<file path="config.mk">
export PLATFORM = sky130hd
export DESIGN_NAME = sysmgr_pll_ctrl
export DESIGN_NICKNAME = d
export VERILOG_FILES = /design/src/rtl/sysmgr_pll_ctrl.sv
export SDC_FILE = /design/constraint.sdc
export NUM_CORES = 1
export LEC_CHECK = 0
export ABC_AREA = 1
export CAP_MARGIN = 20
export CORE_UTILIZATION = 59
export CTS_CLUSTER_SIZE = 24
export DETAILED_ROUTE_END_ITERATION = 8
export PLACE_DENSITY = 0.82
export SETUP_SLACK_MARGIN = 0.4
export SLEW_MARGIN = 20
export SYNTH_ARGS = -nofsm -noshare
export SYNTH_HDL_FRONTEND = slang
export SYNTH_SLANG_ARGS = --single-unit
</file>
<file path="constraint.sdc">
create_clock -name clk -period 2.7 [get_ports clk]
set_input_delay 0.54 -clock clk [delete_from_list [all_inputs] [get_ports clk]]
set_output_delay 0.54 -clock clk [all_outputs]
set_load 0.01 [all_outputs]
</file>
<file path="src/rtl/sysmgr_pll_ctrl.sv">
// rtl/sysmgr_pll_ctrl.sv - iCE40 PLL reset/lock sequencer running on the free-running reference clock
// Optional retry limit with terminal FAIL state: define SYSMGR_RETRY_LIMIT_EN.
module sysmgr_pll_ctrl #(
    parameter int HOLD_CYCLES  = 16,
    parameter int LOCK_TIMEOUT = 4096,
    parameter int LOCK_STABLE  = 256,
    parameter int MAX_RETRY    = 3
) (
    input  logic       clk,
    input  logic       rst,
    input  logic       pll_lock,
    input  logic       restart,
    output logic       pll_rst,
    output logic       sys_rst,
    output logic       ready,
    output logic       fail,
    output logic [3:0] retry_cnt
);

    localparam int MAX_A = (HOLD_CYCLES > LOCK_TIMEOUT) ? HOLD_CYCLES : LOCK_TIMEOUT;
    localparam int MAX_P = (MAX_A > LOCK_STABLE) ? MAX_A : LOCK_STABLE;
    localparam int CW    = $clog2(MAX_P) + 1;

    localparam logic [CW-1:0] HOLD_LAST    = CW'(HOLD_CYCLES - 1);
    localparam logic [CW-1:0] TIMEOUT_LAST = CW'(LOCK_TIMEOUT - 1);
    localparam logic [CW-1:0] STABLE_LAST  = CW'(LOCK_STABLE - 1);
    localparam logic [3:0]    RETRY_LAST   = 4'(MAX_RETRY - 1);

`ifdef SYSMGR_RETRY_LIMIT_EN
    localparam bit LIMIT_EN = 1'b1;
`else
    localparam bit LIMIT_EN = 1'b0;
`endif

    typedef enum logic [2:0] {
        S_HOLD,
        S_WAIT_LOCK,
        S_STABLE,
        S_RUN,
        S_FAIL
    } state_t;

    state_t        state;
    state_t        state_next;
    logic [CW-1:0] cnt;
    logic          lock_m;
    logic          lock_s;
    logic          retry_inc;

    // pll_lock is asynchronous to clk
    always_ff @(posedge clk) begin
        if (rst) begin
            lock_m <= 1'b0;
            lock_s <= 1'b0;
        end else begin
            lock_m <= pll_lock;
            lock_s <= lock_m;
        end
    end

    always_ff @(posedge clk) begin
        if (rst) begin
            state     <= S_HOLD;
            cnt       <= '0;
            retry_cnt <= 4'd0;
        end else begin
            state <= state_next;
            if (restart || (state_next != state)) begin
                cnt <= '0;
            end else begin
                cnt <= cnt + CW'(1);
            end
            if (restart) begin
                retry_cnt <= 4'd0;
            end else if (retry_inc && (retry_cnt != 4'hf)) begin
                retry_cnt <= retry_cnt + 4'd1;
            end
        end
    end

    always_comb begin
        state_next = state;
        retry_inc  = 1'b0;
        case (state)
            S_HOLD: begin
                if (cnt == HOLD_LAST) state_next = S_WAIT_LOCK;
            end
            S_WAIT_LOCK: begin
                if (lock_s) begin
                    state_next = S_STABLE;
                end else if (cnt == TIMEOUT_LAST) begin
                    retry_inc  = 1'b1;
                    state_next = (LIMIT_EN && (retry_cnt == RETRY_LAST)) ? S_FAIL : S_HOLD;
                end
            end
            S_STABLE: begin
                // a lock drop restarts the timeout window but is not a failed attempt
                if (!lock_s) begin
                    state_next = S_WAIT_LOCK;
                end else if (cnt == STABLE_LAST) begin
                    state_next = S_RUN;
                end
            end
            S_RUN: begin
                if (!lock_s) state_next = S_HOLD;
            end
            S_FAIL: begin
                state_next = S_FAIL;
            end
            default: begin
                state_next = S_HOLD;
            end
        endcase
        if (restart) begin
            state_next = S_HOLD;
            retry_inc  = 1'b0;
        end
    end

    assign pll_rst = (state == S_HOLD) || (state == S_FAIL);
    assign sys_rst = (state != S_RUN);
    assign ready   = (state == S_RUN);
    assign fail    = LIMIT_EN && (state == S_FAIL);

endmodule

</file>
# After elaboration in Yosys (flattened, before gate mapping)
# Index checks and enable logic that the tools add are counted.
[totals] regBits=22 latch_bits=0 ramBits=0 rom_bits=0 out_inout_bits=8 word_cells=35 mem_count=0
[op_classes] addsub=2 multipliers=0 div=0 order_cmp=0 eq_ne=10 shift=0 muxes=12 bitwise=0 n_reduce_logical=6
[ops] cell="2-to-1 mux 3 bit" count=7
[ops] cell="case mux 3 bit (5 select lines)" count=1
[ops] cell="adder 13 x 1 -> 13 bit (second input constant)" count=1
[ops] cell="equality test 13 x 12 -> 1 bit (second input constant)" count=1
[ops] cell="equality test 13 x 4 -> 1 bit (second input constant)" count=1
[ops] cell="equality test 13 x 8 -> 1 bit (second input constant)" count=1
[ops] cell="equality test 3 x 2 -> 1 bit (second input constant)" count=2
[ops] cell="adder 4 x 1 -> 4 bit (second input constant)" count=1
[ops] cell="2-to-1 mux 1 bit" count=4
[ops] cell="!= test 4 bit (second input constant)" count=1
[ops] cell="OR reduction 2 bit" count=2
[ops] cell="equality test 3 x 1 -> 1 bit (second input constant)" count=1
[ops] cell="equality test 3 bit (second input constant)" count=1
[ops] cell="logical NOT 3 bit" count=1
[ops] cell="!= test 3 x 2 -> 1 bit (second input constant)" count=1
[ops] cell="!= test 3 bit" count=1
[ops] cell="logical OR 1 bit" count=2
[ops] cell="logical AND 1 bit" count=1

# Depth between registers and ports, before layout
# Gate-level depths: netlist (run 1).
[depth] ltp_word=8 depth_mapped=13 mapped_depth_nobuf=12

# Worst setup path after synthesis (run 1)
# No wires, ideal clock.
[synth_path] path_type="flip-flop to flip-flop" startpoint="register cnt[0]" endpoint="register cnt[7]" arrival_ns=1.476 required_time_ns=2.579 slack_ns=1.103 path_stages_with_launch=14 path_buffers=1 path_cell_list="dfxtp_1 > ha_1 > nand3_2 > inv_2 > nand2_4 > nor2_4 > nor2_1 > nor2_1 > nand2_1 > nand2_1 > nand2_1 > nand3_2 > buf_6 > nor2_4"
[synth_between] elab_chain_cells=8
[synth_lines] element="start, declared" line="45" source="logic [CW-1:0] cnt;"
[synth_lines] element="start signal, assigned" line="71" source="cnt <= cnt + CW'(1);"
[synth_lines] element="equality test 13 x 8 -> 1 bit / equality test 13 x 12 -> 1 bit (equally long branches)" line="100, 91"
[synth_lines] element="2-to-1 mux 3 bit, on equally long branches" line="100, 91"
[synth_lines] element="2-to-1 mux 3 bit, on equally long branches" line="98, 89"
[synth_lines] element="case mux 3 bit (5 select lines)" line="84" source="case (state)"
[synth_lines] element="2-to-1 mux 3 bit" line="114" source="if (restart) begin"
[synth_lines] element="!= test 3 bit" line="68" source="if (restart || (state_next != state)) begin"
[synth_lines] element="logical OR 1 bit" line="68"
[synth_lines] element="OR reduction 2 bit (no source line)"
# Parallel ways exist; a longest one is shown, timed or not.
# A chain may end at the register's enable or synchronous reset.

# Final worst setup path (run 1)
[layout_path] startpoint="register state[0]" endpoint="output ready"
[layout_between] elab_chain_cells=1
[layout_lines] element="start, declared" line="43" source="state_t state;"
[layout_lines] element="start signal, assigned" line="67" source="state <= state_next;"
[layout_lines] element="equality test 3 x 2 -> 1 bit" line="122" source="assign ready = (state == S_RUN);"
[layout_lines] element="end, declared" line="15" source="output logic ready,"
# No other way between the ends.

==> results of run 1 <==
-- kinds of logic (layout without fill, tap and decap cells) --
kind of cell | count (synthesis) | count (layout) | synth area share, %
fa+ha+maj | 2 | 2 | 2.14
xor+xnor | 9 | 9 | 6.73
simple gates | 87 | 87 | 37.6
buf+inv | 35 | 46 | 12.2
flops | 22 | 22 | 37.6
other cells | 1 | 1 | 0.320
compound gates | 7 | 7 | 3.42
-- through the flow --
| step | util [%] | instance area (µm²) |
|---|---|---|
| global placement | 71.3 | 1280 |
| detailed placement | 71.3 | 1280 |
| finish | 72.5 | 1310 |
| CTS | 72.5 | 1310 |
| floorplan | - | 1170 |
| global route | 72.5 | 1310 |
-- layer usage --
metal | vias to the layer above | GRT usage [%] | part of all wire, %
met5 | - | 0 | 0
li1 | 512 | - | -
met1 | 432 | 23.1 | 44
met3 | 5 | 8.24 | 5.3
met4 | 0 | 10.6 | 1.4
met2 | 23 | 42.8 | 49
-- synthesized netlist by cell type (all sizes together) --
master,count
nand3,8
dfxtp,22
nor4,2
nand4,3
nand3b,1
nand2,28
xnor2,5
o21ai,3
buf,2
inv,33
nor2,41
a21oi,2
xor2,4
nor3,4
o31ai,1
conb,1
o21bai,1
ha,2
-- flip-flops by register name, indices dropped and copies added (netlist names) --
| name | count |
|---|---|
| retry_cnt | 4 |
| cnt | 13 |
| lock_m | 1 |
| lock_s | 1 |
| state | 3 |
-- where the power goes --
group	switching, mW	total [mW]	internal [mW]
Combinational	0.0125	0.0201	0.00766
Clock	0.0993	0.152	0.0523
Sequential	0.00172	0.329	0.327
-- worst register-to-register path, cell delays in order (launching register included) --
cell	delay [ps]
dfxtp_1	380
ha_1	210
nand3_2	160
nor2_4	160
nand3_1	90
nand2_1	60
nand2_1	40
nand2_1	80
nand2_1	80
nand2_1	80
nand3_2	320
nor2_4	190
-- path summary, 6_finish.rpt --
check / start / end / slack [ps] / cells after the start
worst max-delay path: state[0] / ready / 500 / 3
worst min-delay path: lock_m / lock_s / 420 / 2
worst max register to register: cnt[0] / cnt[7] / 780 / 11
worst min register to register: lock_m / lock_s / 420 / 2
-- final cells by class --
class / count / area [µm²]
Clock buffer: 3 / 22.5
Fill cell: 152 / 495
Inverter: 33 / 124
Multi-Input combinational cell: 106 / 588
Sequential cell: 22 / 440
Tap cell: 25 / 31.3
Timing Repair Buffer: 10 / 100
==> results.json, run 1 <==
{
  "worst_setup_path_end_kind": "primary output",
  "p_leak_nw": 0.519,
  "antenna_found_initial": 0,
  "setup_ws_ps": 497,
  "antenna_cells": 0,
  "critPathRequiredTime_ps": 2160,
  "ctsHoldBuffers": 0,
  "path_cells": "nand2_1, nor2_1, clkdlybuf4s50_1",
  "grt_max_degree": 14,
  "via_count": 972,
  "ir_drop_v": 0.000283,
  "max_stage_delay_ps": 590,
  "syn2layout_area_growth_pct": 11.5,
  "synth_nets": 169,
  "hpwl_mm": 1.60,
  "synth_seq_cells": 22,
  "cts_tree": "built",
  "cts_max_path_buffers": 2,
  "slowest_stage": "clkdlybuf4s50_1",
  "pre_cts_slack_ps": 356,
  "dp_cells": 196,
  "yosysSeqAreaShare_pct": 37.6,
  "cp_num_buf_inv": 1,
  "fin_nets": 182,
  "synth_area_um2": 1170,
  "grt_pass1_vias": 919,
  "crit_family": "buffers and inverters",
  "cts-buffers-inserted": 3,
  "drv_slew": 0,
  "fin_setup_tns_ps": 0,
  "ios": 12,
  "die_area_um2": 2170,
  "vias_per_cell": 4.88,
  "avgSynthCellArea_um2": 7.18,
  "arrival_ps": 1660,
  "first_pass_iters": 4,
  "synth_area_leaders": "dfxtp_1 (38%), inv_1 (9.6%), nor2_1 (8.7%)",
  "start_util_pct": 65.0,
  "cts_root_buf": "clkbuf_4",
  "path_class": "reg -> out",
  "grt_util_all_layers_pct": 23.4,
  "fin_cells": 199,
  "dieHeight_um": 46.6,
  "fin_crit_ps": 2200,
  "clock_latency_ps": 310,
  "drive_gt1_share_pct": 14.9,
  "num_rows": 15,
  "fmax_ghz": 0.454,
  "io_buffers": 10,
  "hold_viol": 0,
  "hp-class": "reg -> reg",
  "synth.distinct_cells": 26,
  "fin_hold_ws_ps": 419,
  "powerDensity_nw_per_um2": 383,
  "fin_crit_sh_pct": 81.6,
  "postRouteAntennaNets": 0,
  "finalPower_mw": 0.501,
  "grt_pass1_wl_mm": 3.48,
  "status": "finished, final reports clean",
  "drt-total-wl_mm": 2.08,
  "yosysTopAreaCell": "dfxtp_1",
  "finalWeightedCongestion": 0.826,
  "fin_skew_ps": 2.90,
  "post_drt_wl_per_cell_um": 10.5,
  "rsz0062_at_grt": "false",
  "numClockSinks": 22,
  "clk_pin_slew_ps": 110,
  "mostFrequentLayoutCell": "inv_1",
  "coreArea_um2": 1800,
  "ys_warn_count": 0,
  "final_cell_mix": "inv_1 (30), nor2_1 (27), nand2_1 (25), dfxtp_1 (22)",
  "startpoint_type": "flip-flop",
  "htreeDepth": 1,
  "postCtsSetupRepairBufs": 0,
  "fp.dieW_um": 46.6,
  "post-synth-top-area-fraction_pct": 37.6,
  "synth_cells": 163,
  "cts_resized": 0,
  "finalSetupViolCount": 0,
  "first_iter_violations": 17,
  "drv_cap": 0,
  "drc": 0,
  "crit_path_max_fanout": 6,
  "grt.overflow.total": 0
}
Power figures use the tool's default switching activity.
==> inputs of run 2 (changes only) <==
- CORE_UTILIZATION: 59 -> 55
- PLACE_DENSITY: 0.82 -> 0.78
- clock period: 2.7 -> 2.06 ns (I/O delays scaled with it)
==> run 2 against run 1 <==
  * First-iteration DRC count grew 71%
  * Clock skew grew 3.7 ps
  * Critical path type is now reg -> reg
  * Final cell count grew 8.5%
  * Via count grew 12%
  * Sequential share of layout area shrank 4.4 points
==> results.json, run 2 (synthesized netlist as in run 1, its figures left out) <==
{
  "ctsHoldBuffers": 0,
  "first_iter_violations": 29,
  "hp-class": "reg -> reg",
  "grt_pass1_vias": 811,
  "p_leak_nw": 0.641,
  "cts_root_buf": "clkbuf_4",
  "clock_latency_ps": 310,
  "die_area_um2": 2320,
  "holdPathStages": 2,
  "largest_register_ffs": 13,
  "vias_per_cell": 5.03,
  "r2r_cells": 12,
  "finalPower_mw": 0.711,
  "cts_max_path_buffers": 2,
  "antenna_found_initial": 0,
  "drc": 0,
  "drv_cap": 0,
  "drt-total-wl_mm": 2.71,
  "post_drt_wl_per_cell_um": 12.5,
  "num_rows": 16,
  "dieHeight_um": 48.1,
  "status": "finished, final reports clean",
  "syn2layout_area_growth_pct": 31.6,
  "antenna_cells": 0,
  "fin_nets": 196,
  "mostFrequentLayoutCell": "inv_1",
  "path_class": "reg -> reg",
  "fin_skew_ps": 6.60,
  "clk_pin_slew_ps": 120,
  "dp_cells": 201,
  "htreeDepth": 1,
  "finalWeightedCongestion": 0.838,
  "final_cell_mix": "inv_1 (29), nor2_1 (22), nand2_1 (21), dfxtp_1 (15), nor2_2 (13)",
  "rsz0062_at_grt": "true",
  "grt_max_degree": 13,
  "numClockSinks": 22,
  "cts-buffers-inserted": 3,
  "grt_pass1_wl_mm": 3.46,
  "worst_setup_path_end_kind": "flip-flop",
  "coreArea_um2": 1980,
  "startpoint_type": "flip-flop",
  "fin_crit_sh_pct": 81.8,
  "fmax_ghz": 0.594,
  "top_register": "cnt",
  "fp.dieW_um": 48.1,
  "drv_slew": 0,
  "first_pass_iters": 4,
  "r2r-end": "cnt[8]",
  "hpwl_mm": 1.50,
  "io_buffers": 10,
  "min_to": "lock_s",
  "grt.overflow.total": 0,
  "arrival_ps": 1940,
  "slowest_stage": "dfxtp_4",
  "fin_cells": 216,
  "cts_tree": "built",
  "postRouteAntennaNets": 0,
  "fin_setup_tns_ps": 0,
  "hold_viol": 0,
  "fin_crit_ps": 1680,
  "nFillCells": 139,
  "finalSetupViolCount": 0,
  "largestRegisters": "cnt x13, retry_cnt x4, state x3",
  "crit_path_max_fanout": 6,
  "path_cells": "buf_6, nor2_4, inv_2, nor2_1, nand3_1, nand2_1, nor2_1, nand2_2, nand2_2, nand2_4, nand3_4, nor2_2",
  "max_stage_delay_ps": 400,
  "ios": 12,
  "powerDensity_nw_per_um2": 461,
  "fin_hold_ws_ps": 410,
  "via_count": 1086,
  "start_util_pct": 59.1,
  "r2r-start": "state[0]",
  "critPathRequiredTime_ps": 2320,
  "drive_gt1_share_pct": 34.4,
  "regToRegSetupSlack_ps": 380,
  "grt_util_all_layers_pct": 21.7,
  "ir_drop_v": 0.000393,
  "final_core_util_pct": 77.8,
  "min_from": "lock_m"
}
run 2: what timing repair did:
item                       in CTS  in global routing
buffers inserted                3                  7
pin swaps                       3                 14
setup endpoints to repair      19                 20
hold endpoints to repair        0                  0
gates resized for setup        21                 23
cloned                          1                  0
run 2: worst max-delay path by stage:
stage,slack [ps],cells after the start,startpoint,endpoint
after floorplan,460,13,cnt[0],cnt[7]
after global placement,20,7,restart,cnt[2]
after detailed placement,-40,6,restart,cnt[2]
after CTS,330,4,state[0],ready
after global routing,280,12,state[0],cnt[8]
final,380,12,state[0],cnt[8]
run 2: where the power goes:
part | total [mW] | internal (mW) | switching, mW | leakage (nW)
combinational | 0.0395 | 0.0174 | 0.0221 | 0.438
clock | 0.240 | 0.108 | 0.132 | 0.0210
sequential | 0.432 | 0.428 | 0.00362 | 0.182
run 2: cell type report:
class | count | area [µm²] | area share, %
well taps | 27 | 33.8 | 2.19
repair buffers | 23 | 189 | 12.3
inverters | 33 | 124 | 8.04
flip-flops and latches | 22 | 452 | 29.3
multi-input cells | 107 | 707 | 45.9
clock buffers | 4 | 36.3 | 2.35
run 2: metal layers:
metal / global-route usage (%) / up-vias / part of all wire (%) / wire length, µm
met4: 10.0 / 0 / 2.4 / 65
met2: 34.9 / 38 / 50 / 1360
met5: 0 / - / 0 / 0
li1: - / 546 / - / -
met3: 4.44 / 8 / 4.3 / 115
met1: 27.8 / 494 / 43 / 1160
run 2: metrics by stage:
step,cell area (µm²),setup slack (ps)
global route,1540,284
finish,1540,376
CTS,1420,329
global placement,1310,21.0
detailed placement,1310,-40.1
floorplan,1170,463
run 2: worst max-delay path: cells and delay by family (launching register included):
family	cells	cell delay, ps
flip-flops	1	400
buffers and inverters	2	180
AND/OR/NAND/NOR	10	1030
